===== config.mk =====
export PLATFORM = sky130hd
export DESIGN_NAME = dcache_store_buffer_flat
export DESIGN_NICKNAME = d
export VERILOG_FILES = /design/src/rtl/dcache_store_buffer_pkg.sv /design/src/rtl/dcache_store_buffer_if.sv /design/src/rtl/dcache_sb_fwd.sv /design/src/rtl/dcache_store_buffer.sv /design/src/flat_wrapper.sv
export SDC_FILE = /design/constraint.sdc
export NUM_CORES = 1
export LEC_CHECK = 0
export BUFFER_PORTS_ARGS = -buffer_cell sky130_fd_sc_hd__buf_2
export CAP_MARGIN = 40
export CORE_ASPECT_RATIO = 0.9
export CORE_MARGIN = 2
export CORE_UTILIZATION = 55
export DETAILED_ROUTE_END_ITERATION = 16
export HOLD_SLACK_MARGIN = 0.02
export PLACE_DENSITY = 0.75
export SLEW_MARGIN = 0
export SYNTH_ARGS = -nofsm -noshare
export SYNTH_HDL_FRONTEND = slang
export SYNTH_SLANG_ARGS = --single-unit

===== constraint.sdc =====
create_clock -name clock -period 5 [get_ports clock]
set_clock_uncertainty 0.15 [all_clocks]
set_input_delay 0.5 -clock clock [delete_from_list [all_inputs] [get_ports clock]]
set_output_delay 0.5 -clock clock [all_outputs]
set_load 0.05 [all_outputs]

===== src/rtl/dcache_store_buffer_pkg.sv =====
// Shared widths, store-entry layout and byte-lane merge helper for the DCache store buffer.
package dcache_store_buffer_pkg;
  localparam int NUM_COL    = 4;
  localparam int COL_WIDTH  = 8;
  localparam int ADDR_WIDTH = 10;
  localparam int DATA_WIDTH = NUM_COL * COL_WIDTH;

  typedef logic [ADDR_WIDTH-1:0] addr_t;
  typedef logic [NUM_COL-1:0]    be_t;
  typedef logic [DATA_WIDTH-1:0] data_t;

  typedef struct packed {
    addr_t addr;
    be_t   we;
    data_t data;
  } sb_entry_t;

  // Lanes with sel set take new_d; all other lanes keep old_d.
  function automatic data_t lane_merge(data_t old_d, data_t new_d, be_t sel);
    data_t r;
    r = old_d;
    for (int c = 0; c < NUM_COL; c++) begin
      if (sel[c]) r[c*COL_WIDTH +: COL_WIDTH] = new_d[c*COL_WIDTH +: COL_WIDTH];
    end
    return r;
  endfunction
endpackage


===== src/rtl/dcache_store_buffer_if.sv =====
// CPU store/load port plus data-array read/write port of the store buffer.
interface dcache_store_buffer_if;
  import dcache_store_buffer_pkg::*;

  logic  st_valid;
  logic  st_ready;
  addr_t st_addr;
  be_t   st_we;
  data_t st_wdata;
  logic  ld_valid;
  addr_t ld_addr;
  logic  ld_rvalid;
  data_t ld_rdata;
  logic  wr_hold;
  logic  empty;
  logic  ram_ren;
  addr_t ram_raddr;
  logic  ram_wen;
  be_t   ram_we;
  addr_t ram_waddr;
  data_t ram_wdata;
  data_t ram_rdata;

  modport master (
    output st_valid, st_addr, st_we, st_wdata, ld_valid, ld_addr, wr_hold, ram_rdata,
    input  st_ready, ld_rvalid, ld_rdata, empty,
    input  ram_ren, ram_raddr, ram_wen, ram_we, ram_waddr, ram_wdata
  );

  modport slave (
    input  st_valid, st_addr, st_we, st_wdata, ld_valid, ld_addr, wr_hold, ram_rdata,
    output st_ready, ld_rvalid, ld_rdata, empty,
    output ram_ren, ram_raddr, ram_wen, ram_we, ram_waddr, ram_wdata
  );
endinterface


===== src/rtl/dcache_sb_fwd.sv =====
// Combinational per-lane forwarding mux: youngest matching byte wins, same-cycle store above all entries.
module dcache_sb_fwd
  import dcache_store_buffer_pkg::*;
#(
  parameter int DEPTH = 4
) (
  input  sb_entry_t                  entries_i [DEPTH],
  input  logic [DEPTH-1:0]           valid_i,
  input  logic [$clog2(DEPTH)-1:0]   head_i,
  input  addr_t                      ld_addr_i,
  input  logic                       st_vld_i,
  input  sb_entry_t                  st_i,
  output be_t                        mask_o,
  output data_t                      data_o
);
  localparam int PTR_W = $clog2(DEPTH);

  logic [PTR_W-1:0] idx;
  be_t              hit;

  // Walk from head (oldest) to youngest so later matches overwrite earlier ones.
  always_comb begin
    mask_o = '0;
    data_o = '0;
    idx    = '0;
    hit    = '0;
    for (int k = 0; k < DEPTH; k++) begin
      idx    = head_i + PTR_W'(k);
      hit    = (valid_i[idx] && (entries_i[idx].addr == ld_addr_i)) ? entries_i[idx].we : '0;
      mask_o = mask_o | hit;
      data_o = lane_merge(data_o, entries_i[idx].data, hit);
    end
    hit    = (st_vld_i && (st_i.addr == ld_addr_i)) ? st_i.we : '0;
    mask_o = mask_o | hit;
    data_o = lane_merge(data_o, st_i.data, hit);
  end
endmodule


===== src/rtl/dcache_store_buffer.sv =====
// Coalescing store FIFO draining one entry per cycle into the data array, with
// byte-wise store-to-load forwarding; loads take exactly 1 cycle and never stall.
module dcache_store_buffer
  import dcache_store_buffer_pkg::*;
#(
  parameter int DEPTH = 4
) (
  input logic                  clock,
  input logic                  reset_n,
  dcache_store_buffer_if.slave bus
);
  localparam int PTR_W = $clog2(DEPTH);
  localparam int CNT_W = $clog2(DEPTH + 1);
  localparam logic [CNT_W-1:0] FULL_CNT = CNT_W'(DEPTH);

  sb_entry_t        entries_q [DEPTH];
  sb_entry_t        entries_d [DEPTH];
  logic [DEPTH-1:0] valid_q, valid_d;
  logic [PTR_W-1:0] head_q, head_d, tail_q, tail_d, young;
  logic [CNT_W-1:0] count_q, count_d;
  be_t              fwd_mask_q, fwd_mask_d, fwd_mask;
  data_t            fwd_data_q, fwd_data_d, fwd_data;
  logic             ld_rvalid_q;

  logic      is_empty, drain, merge_hit, st_fire, enq;
  sb_entry_t st_entry;

  assign st_entry = '{addr: bus.st_addr, we: bus.st_we, data: bus.st_wdata};
  assign young    = tail_q - PTR_W'(1);
  assign is_empty = (count_q == '0);
  assign drain    = !is_empty && !bus.wr_hold;
  // A lone entry leaving this cycle cannot absorb a store; the store gets a fresh slot.
  assign merge_hit = !is_empty && (entries_q[young].addr == bus.st_addr)
                     && !((count_q == CNT_W'(1)) && drain);
  assign bus.st_ready = (count_q < FULL_CNT) || merge_hit;
  assign st_fire      = bus.st_valid && bus.st_ready;
  assign enq          = st_fire && !merge_hit;

  always_comb begin
    entries_d = entries_q;
    valid_d   = valid_q;
    head_d    = head_q;
    tail_d    = tail_q;
    count_d   = count_q;
    if (drain) begin
      valid_d[head_q] = 1'b0;
      head_d          = head_q + PTR_W'(1);
    end
    if (enq) begin
      entries_d[tail_q] = st_entry;
      valid_d[tail_q]   = 1'b1;
      tail_d            = tail_q + PTR_W'(1);
    end
    if (st_fire && merge_hit) begin
      entries_d[young].we   = entries_q[young].we | bus.st_we;
      entries_d[young].data = lane_merge(entries_q[young].data, bus.st_wdata, bus.st_we);
    end
    if (enq && !drain)      count_d = count_q + CNT_W'(1);
    else if (!enq && drain) count_d = count_q - CNT_W'(1);
  end

  dcache_sb_fwd #(.DEPTH(DEPTH)) u_fwd (
    .entries_i (entries_q),
    .valid_i   (valid_q),
    .head_i    (head_q),
    .ld_addr_i (bus.ld_addr),
    .st_vld_i  (st_fire),
    .st_i      (st_entry),
    .mask_o    (fwd_mask),
    .data_o    (fwd_data)
  );

  assign fwd_mask_d = bus.ld_valid ? fwd_mask : '0;
  assign fwd_data_d = fwd_data;

  always_ff @(posedge clock or negedge reset_n) begin
    if (!reset_n) begin
      for (int i = 0; i < DEPTH; i++) entries_q[i] <= '0;
      valid_q     <= '0;
      head_q      <= '0;
      tail_q      <= '0;
      count_q     <= '0;
      fwd_mask_q  <= '0;
      fwd_data_q  <= '0;
      ld_rvalid_q <= 1'b0;
    end else begin
      entries_q   <= entries_d;
      valid_q     <= valid_d;
      head_q      <= head_d;
      tail_q      <= tail_d;
      count_q     <= count_d;
      fwd_mask_q  <= fwd_mask_d;
      fwd_data_q  <= fwd_data_d;
      ld_rvalid_q <= bus.ld_valid;
    end
  end

  assign bus.empty     = is_empty;
  assign bus.ram_ren   = bus.ld_valid;
  assign bus.ram_raddr = bus.ld_addr;
  assign bus.ram_wen   = drain;
  assign bus.ram_we    = entries_q[head_q].we;
  assign bus.ram_waddr = entries_q[head_q].addr;
  assign bus.ram_wdata = entries_q[head_q].data;
  assign bus.ld_rvalid = ld_rvalid_q;
  assign bus.ld_rdata  = lane_merge(bus.ram_rdata, fwd_data_q, fwd_mask_q);
endmodule


===== src/flat_wrapper.sv =====
// flat-port wrapper written by rule: the top's interface ports become plain ports
module dcache_store_buffer_flat import dcache_store_buffer_pkg::*;
#(
  parameter int DEPTH = 4
)
  (clock, reset_n, bus_st_valid, bus_st_addr, bus_st_we, bus_st_wdata, bus_ld_valid, bus_ld_addr, bus_wr_hold, bus_ram_rdata, bus_st_ready, bus_ld_rvalid, bus_ld_rdata, bus_empty, bus_ram_ren, bus_ram_raddr, bus_ram_wen, bus_ram_we, bus_ram_waddr, bus_ram_wdata);
  dcache_store_buffer_if bus_i ();
  input logic clock;
  input logic reset_n;
  input wire logic [$bits(bus_i.st_valid)-1:0] bus_st_valid;
  input wire logic [$bits(bus_i.st_addr)-1:0] bus_st_addr;
  input wire logic [$bits(bus_i.st_we)-1:0] bus_st_we;
  input wire logic [$bits(bus_i.st_wdata)-1:0] bus_st_wdata;
  input wire logic [$bits(bus_i.ld_valid)-1:0] bus_ld_valid;
  input wire logic [$bits(bus_i.ld_addr)-1:0] bus_ld_addr;
  input wire logic [$bits(bus_i.wr_hold)-1:0] bus_wr_hold;
  input wire logic [$bits(bus_i.ram_rdata)-1:0] bus_ram_rdata;
  output wire logic [$bits(bus_i.st_ready)-1:0] bus_st_ready;
  output wire logic [$bits(bus_i.ld_rvalid)-1:0] bus_ld_rvalid;
  output wire logic [$bits(bus_i.ld_rdata)-1:0] bus_ld_rdata;
  output wire logic [$bits(bus_i.empty)-1:0] bus_empty;
  output wire logic [$bits(bus_i.ram_ren)-1:0] bus_ram_ren;
  output wire logic [$bits(bus_i.ram_raddr)-1:0] bus_ram_raddr;
  output wire logic [$bits(bus_i.ram_wen)-1:0] bus_ram_wen;
  output wire logic [$bits(bus_i.ram_we)-1:0] bus_ram_we;
  output wire logic [$bits(bus_i.ram_waddr)-1:0] bus_ram_waddr;
  output wire logic [$bits(bus_i.ram_wdata)-1:0] bus_ram_wdata;
  assign bus_i.st_valid = bus_st_valid;
  assign bus_i.st_addr = bus_st_addr;
  assign bus_i.st_we = bus_st_we;
  assign bus_i.st_wdata = bus_st_wdata;
  assign bus_i.ld_valid = bus_ld_valid;
  assign bus_i.ld_addr = bus_ld_addr;
  assign bus_i.wr_hold = bus_wr_hold;
  assign bus_i.ram_rdata = bus_ram_rdata;
  assign bus_st_ready = bus_i.st_ready;
  assign bus_ld_rvalid = bus_i.ld_rvalid;
  assign bus_ld_rdata = bus_i.ld_rdata;
  assign bus_empty = bus_i.empty;
  assign bus_ram_ren = bus_i.ram_ren;
  assign bus_ram_raddr = bus_i.ram_raddr;
  assign bus_ram_wen = bus_i.ram_wen;
  assign bus_ram_we = bus_i.ram_we;
  assign bus_ram_waddr = bus_i.ram_waddr;
  assign bus_ram_wdata = bus_i.ram_wdata;
  dcache_store_buffer #(.DEPTH(DEPTH)) u_core (.clock(clock), .reset_n(reset_n), .bus(bus_i));
endmodule

==> key figures <==
Worst hold path
  • HP Start: bus_st_addr[9]
  • Worst Hold Class: in -> reg
  • WHS Path Cells: 3

Synthesis
  • Ys Warns: 0
  • Mapped Area: 0.0189 sq mm
  • Synth Flop Type: dfrtp_1
  • Seq/Total Area, Yosys: 30.7%
  • Post-synth EDFFs: 0
  • Mean Syn Cell Area: 9.38 sq um
  • Yosys cell types: 63
  • Yosys reg bits: 232
  • Syn Nets: 2119
  • Mapped Cells: 2012
  • Asr flop ratio synth: 100%

Placed design
  • Post-DP HPWL: 40.5 mm
  • Post-Place Cells: 2492
  • PortBufs: 185
  • Final Wtd Congestion: 0.889

Global route
  • First-pass GRT wire length: 101 mm
  • Gr usage total: 35.6%
  • Largest net degree at the start of global routing: 134
  • Vias in the first global route: 17400
  • Initial antenna violation count: 2
  • Grt ovf: 0

Worst setup path
  • Critical R2R Launch: u_core.head_q[0]
  • Worst Path Max Fanout: 18
  • Critical Path AT: 4.15 ns
  • CP Launch Type: register
  • Crit. End Element: output port
  • R2R setup slack: 0.40 ns
  • Worst Setup Path Type: reg -> out
  • CP required: 4.35 ns
  • RR Endpoint: u_core.fwd_data_q[23]
  • R2R cell count: 11

Timing
  • Worst slew pin tran: 1.09 ns
  • Min cycle time layout: 4.80 ns
  • Final Hold Viols: 0
  • Max-slew violations: 0
  • Setup_tns: 0 ns
  • Normalized max-slew margin: 27.6%
  • RSZ-0062 raised after global routing: false
  • Peak Freq: 208 MHz
  • Final setup viols: 0
  • Period utilization: 95.9%

Floorplan
  • Die area: 0.0358 sq mm
  • Ports: 186
  • Die Y: 180 um
  • Placement Rows: 64
  • Core box area: 0.0339 sq mm
  • Starting Density: 55.7%
  • DIE WIDTH: 199 um

Run status
  • Status: completed

Cells and area
  • # nets final: 2169
  • Non-filler cells, final: 2548
  • # fillers: 2779
  • Multi-input combinational cell area: 0.0120 sq mm
  • FF/Latch Area: 0.00582 sq mm
  • Area grow syn2layout: 11.3%
  • Layout cells sized above 1: 24.2%

Pwr
  • PD cells: 770 mW/mm^2
  • VDD IR max: 498 uV
  • Static Leak: 9.02 nW

Route
  • DR vias: 18300
  • Remaining routing DRC violations: 0
  • DR pass1 iterations: 6
  • Via density: 7.17
  • Initial DRC Count: 2268
  • WL final: 64.4 mm
  • Antenna Violating Nets Remaining: 0
  • Avg WL per Cell: 25.3 um

Clock network
  • CTS max path bufs: 3
  • # clock sinks: 232
  • Root Buffer: clkbuf_16
  • Htree depth: 1
  • Clk slew on worst S/H paths: 0.06 ns
  • Worst skew pair latency: 0.58 ns
  • Post-CTS Setup Bufs: 0
  • CTS tree: yes
  • Inserted Clock Buffers: 28

Job
  • Maxcap violations: 0
-- report_power, final --
group          internal [W]  switching (W)
clock               0.00144       0.000893
combinational       0.00375        0.00640
sequential          0.00260        0.00110
-- worst max path at each step --
| stage | start | slack, ns | to |
|---|---|---|---|
| floorplan | u_core.head_q[1] | 1.05 | u_core.fwd_data_q[22] |
| global placement | u_core.head_q[0] | 0.71 | u_core.fwd_data_q[11] |
| detailed placement | u_core.head_q[1] | 0.59 | u_core.fwd_data_q[23] |
| CTS | u_core.tail_q[0] | 0.26 | bus_st_ready |
| global route | u_core.tail_q[0] | 0.1 | bus_st_ready |
| finish | u_core.tail_q[1] | 0.20 | bus_st_ready |
-- synth_stat cells, types with 4 or more instances --
master,count,area share (%)
o21ai_1,4,0.11
xnor2_1,36,1.7
nor2b_1,35,1.2
nand3_2,4,0.21
clkbuf_1,86,1.7
a22oi_1,128,5.1
inv_1,20,0.40
a2111oi_0,32,1.5
xor2_1,29,1.3
nand4_1,72,2.4
ha_1,14,0.93
buf_4,37,1.5
buf_1,30,0.60
a211o_1,11,0.51
mux4_2,104,12
buf_2,63,1.7
mux2_2,75,4.5
nand2_1,315,6.3
o311ai_0,17,0.79
dfrtp_1,232,31
a21oi_1,140,3.7
nor2_1,59,1.2
o31ai_1,32,1.3
and3_1,4,0.13
mux2i_1,138,7.3
o21ai_0,18,0.48
o311ai_1,16,0.74
nor3b_1,5,0.20
nand3_1,60,1.6
buf_6,5,0.30
a31oi_1,68,2.3
nor3_1,7,0.19
a211oi_2,4,0.27
o211ai_1,72,2.9
-- timing repair --
| item | CTS | global route |
|---|---|---|
| endpoints found under the hold margin | 120 | 0 |
| setup endpoints to repair | 0 | 0 |
| hold buffers | 2 | 0 |
| gates resized for setup | 0 | 0 |
-- cell type report --
cell class	count	share of cell area (%)
Clock buffer	37	3.83
Tap cell	462	2.75
Timing Repair Buffer	241	7.15
Multi-Input combinational cell	1539	57.1
Antenna cell	2	0.0238
Inverter	20	0.357
Sequential cell	232	27.7
Clock inverter	15	1.10
-- layout by cell type (no fill, tap or decap), types with 29 or more instances in the layout --
| master | Yosys | routed |
|---|---|---|
| a2111oi_0 | 32 | 32 |
| a21oi_1 | 140 | 140 |
| a22oi_1 | 128 | 128 |
| a31oi_1 | 68 | 68 |
| buf_2 | 63 | 184 |
| buf_4 | 37 | 43 |
| clkbuf_16 | 0 | 29 |
| dfrtp_1 | 232 | 229 |
| mux2_2 | 75 | 75 |
| mux2i_1 | 138 | 138 |
| mux4_2 | 104 | 104 |
| nand2_1 | 315 | 315 |
| nand3_1 | 60 | 60 |
| nand4_1 | 72 | 72 |
| nor2_1 | 59 | 55 |
| nor2b_1 | 35 | 35 |
| o211ai_1 | 72 | 72 |
| o31ai_1 | 32 | 32 |
| xnor2_1 | 36 | 36 |
| xor2_1 | 29 | 29 |
-- critical path: stages, from the launching register on --
cell and delay [ns]:
dfrtp_1 0.39, inv_1 0.11, ha_2 0.72, mux4_2 0.40, xor2_1 0.20, nor4_2 0.49
o2111ai_4 0.32, o21ai_2 0.53, buf_2 0.39
-- metrics by stage --
step / utilization [%] / cell area, sq um / hold slack [ns] / worst slack [ns] / total power [W]
after global routing: 62.0 / 21000 / 0.0904 / 0.100 / 0.0170
after floorplan: - / 18900 / 0.0544 / 1.05 / 0.0110
after CTS: 62.0 / 21000 / 0.0650 / 0.261 / 0.0159
after global placement: 58.8 / 19900 / 0.346 / 0.715 / 0.0132
after detailed placement: 58.9 / 20000 / 0.365 / 0.592 / 0.0136
final: 62.0 / 21000 / 0.0819 / 0.203 / 0.0162
-- routing by layer --
| layer | GRT usage [%] | up-vias | wire, um |
|---|---|---|---|
| met1 | 50.8 | 8921 | 25900 |
| met2 | 52.0 | 1329 | 28200 |
| met5 | 0 | - | 13 |
| li1 | - | 7807 | - |
| met3 | 7.86 | 222 | 7490 |
| met4 | 15.9 | 2 | 2780 |
-- kinds of logic (layout without fill, tap and decap cells) --
family                     after synthesis  count (layout)  synth area share [%]
xor gates and xnor gates                65              65                  3.02
buffers and inverters                  241             313                  6.14
adders and majority gates               14              14                 0.928
AOI/OAI and AO/OA                      564             564                  20.9
and+or+nand+nor                        579             579                  14.1
muxes                                  317             317                  24.2
DFF                                    232             232                  30.7
other                                    0               2                     0
Power figures use the tool's default switching activity.
